## src/rtl/trig_lockout_gate.sv

```systemverilog
// trig_lockout_gate: synchronizes an async trigger, forwards accepted rising edges as
// one-cycle pulses and rejects (counts) edges that land inside the post-trigger lockout window.
module trig_lockout_gate #(
    parameter int SYNC_DEPTH = 2,
    parameter int CNT_WIDTH  = 32,
    parameter int MISS_WIDTH = 16
) (
    input  logic                  clk,
    input  logic                  rst_n,
    input  logic                  spi_en,
    input  logic [31:0]           trig_lockout,
    input  logic                  ext_trig,
    output logic                  trig_out,
    output logic                  lockout_active,
    output logic [CNT_WIDTH-1:0]  trig_count,
    output logic [MISS_WIDTH-1:0] trig_missed
);
    typedef enum logic [1:0] {DISABLED, ARMED, LOCKOUT} state_t;

    state_t                state;
    logic [SYNC_DEPTH-1:0] sync;
    logic                  prev;
    logic                  trig_edge;
    logic [31:0]           cnt;

    assign trig_edge = sync[SYNC_DEPTH-1] & ~prev;

    always_ff @(posedge clk or negedge rst_n) begin
        if (!rst_n) begin
            sync <= '0;
            prev <= 1'b0;
        end else begin
            sync <= {sync[SYNC_DEPTH-2:0], ext_trig};
            prev <= sync[SYNC_DEPTH-1];
        end
    end

    always_ff @(posedge clk or negedge rst_n) begin
        if (!rst_n) begin
            state          <= DISABLED;
            cnt            <= '0;
            trig_out       <= 1'b0;
            lockout_active <= 1'b0;
            trig_count     <= '0;
            trig_missed    <= '0;
        end else begin
            trig_out <= 1'b0;
            // disable wins over any edge in the same cycle
            if (!spi_en) begin
                state          <= DISABLED;
                cnt            <= '0;
                lockout_active <= 1'b0;
                trig_count     <= '0;
                trig_missed    <= '0;
            end else begin
                case (state)
                    DISABLED: state <= ARMED;
                    ARMED: if (trig_edge) begin
                        trig_out   <= 1'b1;
                        trig_count <= trig_count + 1'b1;
                        cnt        <= trig_lockout;
                        if (trig_lockout != 32'd0) begin
                            state          <= LOCKOUT;
                            lockout_active <= 1'b1;
                        end
                    end
                    LOCKOUT: begin
                        cnt <= cnt - 32'd1;
                        if (trig_edge && !(&trig_missed))
                            trig_missed <= trig_missed + 1'b1;
                        if (cnt <= 32'd1) begin
                            state          <= ARMED;
                            lockout_active <= 1'b0;
                        end
                    end
                    default: state <= DISABLED;
                endcase
            end
        end
    end
endmodule
```

## config.mk

```make
export PLATFORM = sky130hd
export DESIGN_NAME = trig_lockout_gate
export DESIGN_NICKNAME = d
export VERILOG_FILES = /design/src/rtl/trig_lockout_gate.sv
export SDC_FILE = /design/constraint.sdc
export NUM_CORES = 1
export LEC_CHECK = 0
export CAP_MARGIN = 5
export CELL_PAD_IN_SITES_DETAIL_PLACEMENT = 1
export CELL_PAD_IN_SITES_GLOBAL_PLACEMENT = 1
export CORE_ASPECT_RATIO = 0.8
export CORE_UTILIZATION = 27
export DETAILED_ROUTE_END_ITERATION = 7
export MAX_ROUTING_LAYER = met4
export PLACE_DENSITY = 0.62
export RECOVER_POWER = 50
export SLEW_MARGIN = 20
export SYNTH_ARGS = -nofsm -noshare
export SYNTH_HDL_FRONTEND = slang
export SYNTH_SLANG_ARGS = --single-unit
```

## constraint.sdc

```tcl
create_clock -name clk -period 4.6 [get_ports clk]
set_clock_uncertainty 0.2 [all_clocks]
set_input_delay 0.46 -clock clk [delete_from_list [all_inputs] [get_ports clk]]
set_output_delay 0.46 -clock clk [all_outputs]
set_load 0.05 [all_outputs]
```

---- Word level (Yosys, flattened, before mapping) ----
Index checks and enable logic that the tools add are counted.
W data, S select, Z words.
storage, ports and cells
  flip-flop bits (word level) ............. 87
  bits of input ports ..................... 36
  output and inout port bits .............. 50
cells by class
  $lt $le $gt $ge ......................... 1
  add/sub/neg operators ................... 3
  equality and inequality tests ........... 10
  bitwise gates (word level) .............. 2
  multiplexer cells ....................... 22
  reductions and logical operators ........ 10
operators with widths
  kind                     number
  $mux W32                 5
  $pmux W32 S2             1
  $mux W16                 3
  $add A32 B1 Y32 const B  1
  $le A32 B1 Y1 const B    1
  $reduce_bool A32 Y1      1
  $sub A32 B1 Y32 const B  1
  $add A16 B1 Y16 const B  1
  $reduce_and A16 Y1       1
  $ne A3 B3 Y1 const B     3
  $mux W2                  4
  $ne A2 B1 Y1 const B     4
  $mux W1                  7
  $pmux W2 S3              1
  $reduce_and A2 Y1        3
  $reduce_and A4 Y1        1
  $ne A3 B1 Y1 const B     1
  $reduce_and A3 Y1        1
  $eq A2 B1 Y1 const B     1
  $eq A2 B2 Y1 const B     1
  $logic_not A2 Y1         1
  $pmux W1 S2              1
  $and A1 B1 Y1            1
  $logic_and A1 B1 Y1      1
  2 further kinds          2

---- Logic depth before layout (Yosys ltp) ----
  depth after elaboration ................. 6
  gate-level depth with buffers ........... 8

---- Least setup slack after synthesis ----
Ideal clock, no wire load.
  path kind ............................... reg2reg
  from .................................... register trig_count[12]
  to ...................................... register trig_count[31]
  stages on the path, launching flop included .. 7
  setup time .............................. 0.078 ns
  data arrival time ....................... 2.371 ns
  path slack .............................. 1.951 ns
  buffers on the path ..................... 1
  path through ............................ dfrtp_1 > nand4_2 > or4_1 > buf_2 > or3_1 > or3_1 > a21oi_1
between the ends
  cells in the longest elaborated chain, start to end .. 4
ends and longest elaborated chain
  element                 line  RTL
  from (decl)             15    output logic [CNT_WIDTH-1:0] trig_count,
  from (signal assigned)  60    trig_count <= trig_count + 1'b1;
  $add A32 B1 Y32         60
  $mux W32                58    ARMED: if (trig_edge) begin
  $mux W32                56    case (state)
  $mux W32                49    if (!spi_en) begin
Every way passes these cells. The select of a mux whose other input is x is not followed.
A chain may end at the register's enable or synchronous reset.

---- Worst setup path after layout ----
  from .................................... register state[1]
  to ...................................... register trig_count[17]
between the ends
  cells in the longest elaborated chain, start to end .. 3
ends and longest elaborated chain
  element                             line  RTL
  from (decl)                         20    state_t state;
  from (signal assigned)              40    state <= DISABLED;
  from (signal assigned)              50    state <= DISABLED;
  from (signal assigned)              57    DISABLED: state <= ARMED;
  $eq A2 B1 Y1                        56
  $ne A2 B1 Y1 (no source line)       -
  $reduce_and A2 Y1 (no source line)  -
Every way passes these cells.

==> flow_metrics.tcl <==
set metrics [dict create \
    critical_path.max_fanout 16 \
    viasPerCell 5.557 \
    ys_seq_elements 87 \
    final_cells 853 \
    dp.cells 837 \
    fmax_mhz 350.0 \
    hold_viol 0 \
    cts_resized 0 \
    grt_first_pass_wirelength_um 26800 \
    place_ws_ns 1.550 \
    path_clk_slew_ns 0.07 \
    nets 663 \
    setup_violations 0 \
    ys_types 59 \
    wl_um 16310 \
    clock_latency_ns 0.36 \
    rows 43 \
    layout_commonest_cell "dfrtp_1" \
    die_x_um 152.8 \
    ys_warn_count 0 \
    cts_tree "built" \
    globalplace.congestion 0.8554 \
    synth_area_um2 4911 \
    synth_cells 550 \
    critPathBufInv 0 \
    critPathLaunchType "register" \
    wl_per_cell_um 19.12 \
    synthFlopType "dfrtp_1" \
    status "complete, but fails checks" \
    area_delta_synth_final_pct 28.38 \
    cp.required_ns 4.62 \
    synth_edf_count 0 \
    cts_hold_buf 0 \
    tns_ns 0 \
    layout_common_cells "dfrtp_1, nor2_1, clkdlybuf4s50_1" \
    vdd_ir_drop_max_uv 142.8 \
    max_slew_margin -0.04790 \
    ctsLongestPathBuffers 2 \
    worstSetupPathType "reg -> reg" \
    post-route-min-period_ns 2.858 \
    grt_use_total 0.1893 \
    dieArea_um2 18740 \
    drive_gt1_frac 0.05255 \
    multi_input_comb_area_um2 2601 \
    hold_path_class "in -> async" \
    ys_seq_area_frac 0.4433 \
    setup_ws_ns 1.742 \
    path_delay_family "simple AND/OR/NAND/NOR gates" \
    n_antenna_cell 0 \
    total_power_uw 2057 \
    root_buffer "clkbuf_16" \
    drtPass1Iterations 8 \
    worstMarginPinSlew_ns 1.572 \
    port_buffers 85 \
    dp_hpwl_um 11600 \
    post-route-period-util 0.6212 \
    antenna_left 0 \
    cts_made_buffers 9 \
    die_h_um 122.6 \
    drc 6 \
    slowest_delay_ns 0.81 \
    post_cts_buffers 0 \
    dr.first_iter.drc_count 318 \
    violations "DRC, capacitance limit, slew limit" \
    p_leak_uw 0.002548 \
    h-tree-depth 3 \
    n_fill_cell 2032 \
    p_per_area_nw_per_um2 326.2 \
    syn_area_per_cell_um2 8.929 \
    drv_slew 29 \
    crit_slowest_cell "nor4bb_4" \
    clock_sinks 87 \
    cap_violations 1 \
    syn_nets 590 \
    globalRouteOverflowTotal 0 \
    async_flop_share 1.000 \
    start_util 0.2800 \
    crit_chain "nor4bb_4 -> nand4_1 -> nor4_1 -> xnor2_1 -> nor2_1" \
    ios 86 \
    cp.arrival_ns 2.87 \
    grt_pass1_vias 4889 \
    vias 4740 \
    grt_max_degree 61 \
    ff_latch_area_um2 2177 \
    antenna_found_initial 0 \
    worst_setup_path_end_kind "register" \
    core_area_um2 17540 \
    rsz0062_at_grt "no" \
]
==> layer usage <==
metal / GRT usage / up-vias / wire length (µm)
li1: - / 2189 / -
met1: 0.2482 / 2400 / 7943
met2: 0.2933 / 117 / 7342
met5: - / - / 0
met3: 0.03319 / 34 / 670
met4: 0.07134 / 0 / 354
==> sequential cells by signal, summed over array words and instances (netlist names) <==
name            count
prev                1
trig_missed        16
state               2
cnt                32
sync                2
lockout_active      1
trig_out            1
trig_count         32
==> synth_stat cells, types with 3 or more instances <==
library cell	n	area [µm²]
nand2b_1	5	31.28
nor4_1	20	125.1
nor2_1	67	251.5
and3_1	14	87.58
o31a_1	3	26.28
inv_1	8	30.03
a211oi_1	5	37.54
a31oi_1	6	37.54
and2_1	3	18.77
xnor2_1	21	183.9
ha_1	4	50.05
a41oi_1	3	26.28
o21ai_0	36	180.2
a21oi_1	25	125.1
dfrtp_1	87	2177
o2bb2ai_1	3	26.28
a22o_1	5	43.79
nor3_1	22	110.1
xor2_1	16	140.1
and4_1	6	52.55
nand4b_1	3	26.28
nand2_1	46	172.7
nor4b_1	5	43.79
o211ai_1	9	67.56
buf_1	6	22.52
or4_1	5	37.54
nand3_1	22	110.1
clkbuf_1	21	78.83
nand4_1	17	106.4
or3_1	12	75.07
a311oi_1	6	52.55
a32oi_1	3	26.28
==> worst reg2reg max path, stage by stage, from the launching register on <==
cell	delay, ns
dfrtp_1	0.47
nor4bb_4	0.81
nand4_1	0.61
nor4_1	0.41
xnor2_1	0.16
nor2_1	0.06
==> cell families after synthesis <==
logic type	share of synthesized area
buffers and inverters	0.03057
AND/OR/NAND/NOR	0.2820
XOR/XNOR	0.06599
AO/OA/AOI/OAI	0.1636
multiplexers	0.004331
flip-flops	0.4433
adder cells (fa/ha/maj)	0.01019
==> layout make-up <==
class                      instances  share of cell area
multi-input combinational        424              0.4126
sequential                        87              0.3453
timing repair buffer              92              0.1423
tap                              225             0.04465
clock buffer                      10             0.03632
clock inverter                     6             0.01349
inverter                           9            0.005358
==> path summary, 6_finish.rpt <==
| kind | start | endpoint | slack (ns) | cells past startpoint |
|---|---|---|---|---|
| worst min-delay path | rst_n | trig_missed[9] | 0.02 | 1 |
| worst max register to register | state[1] | trig_count[17] | 1.74 | 5 |
| max in group asynchronous | rst_n | lockout_active | 2.24 | 2 |
| worst min register to register | sync[0] | sync[1] | 0.18 | 0 |
| worst max-delay path | state[1] | trig_count[17] | 1.74 | 5 |
| min in group clk | sync[0] | sync[1] | 0.18 | 0 |
==> where the power goes <==
part           internal (µW)  total [µW]  switching (µW)
combinational            140         423             283
sequential               795         834            39.0
clock                    474         800             326
total                   1410        2060             648
==> metrics by stage <==
stage / cell area, µm² / hold slack (ns) / util
floorplan: 4911 / -0.03559 / -
global route: 6305 / 0.07748 / 0.3595
detailed placement: 5995 / 0.1638 / 0.3418
finish: 6305 / 0.01522 / 0.3595
global placement: 5995 / 0.1693 / 0.3418
CTS: 6309 / 0.04221 / 0.3597
No activity file was read; power rests on OpenSTA's default activity.
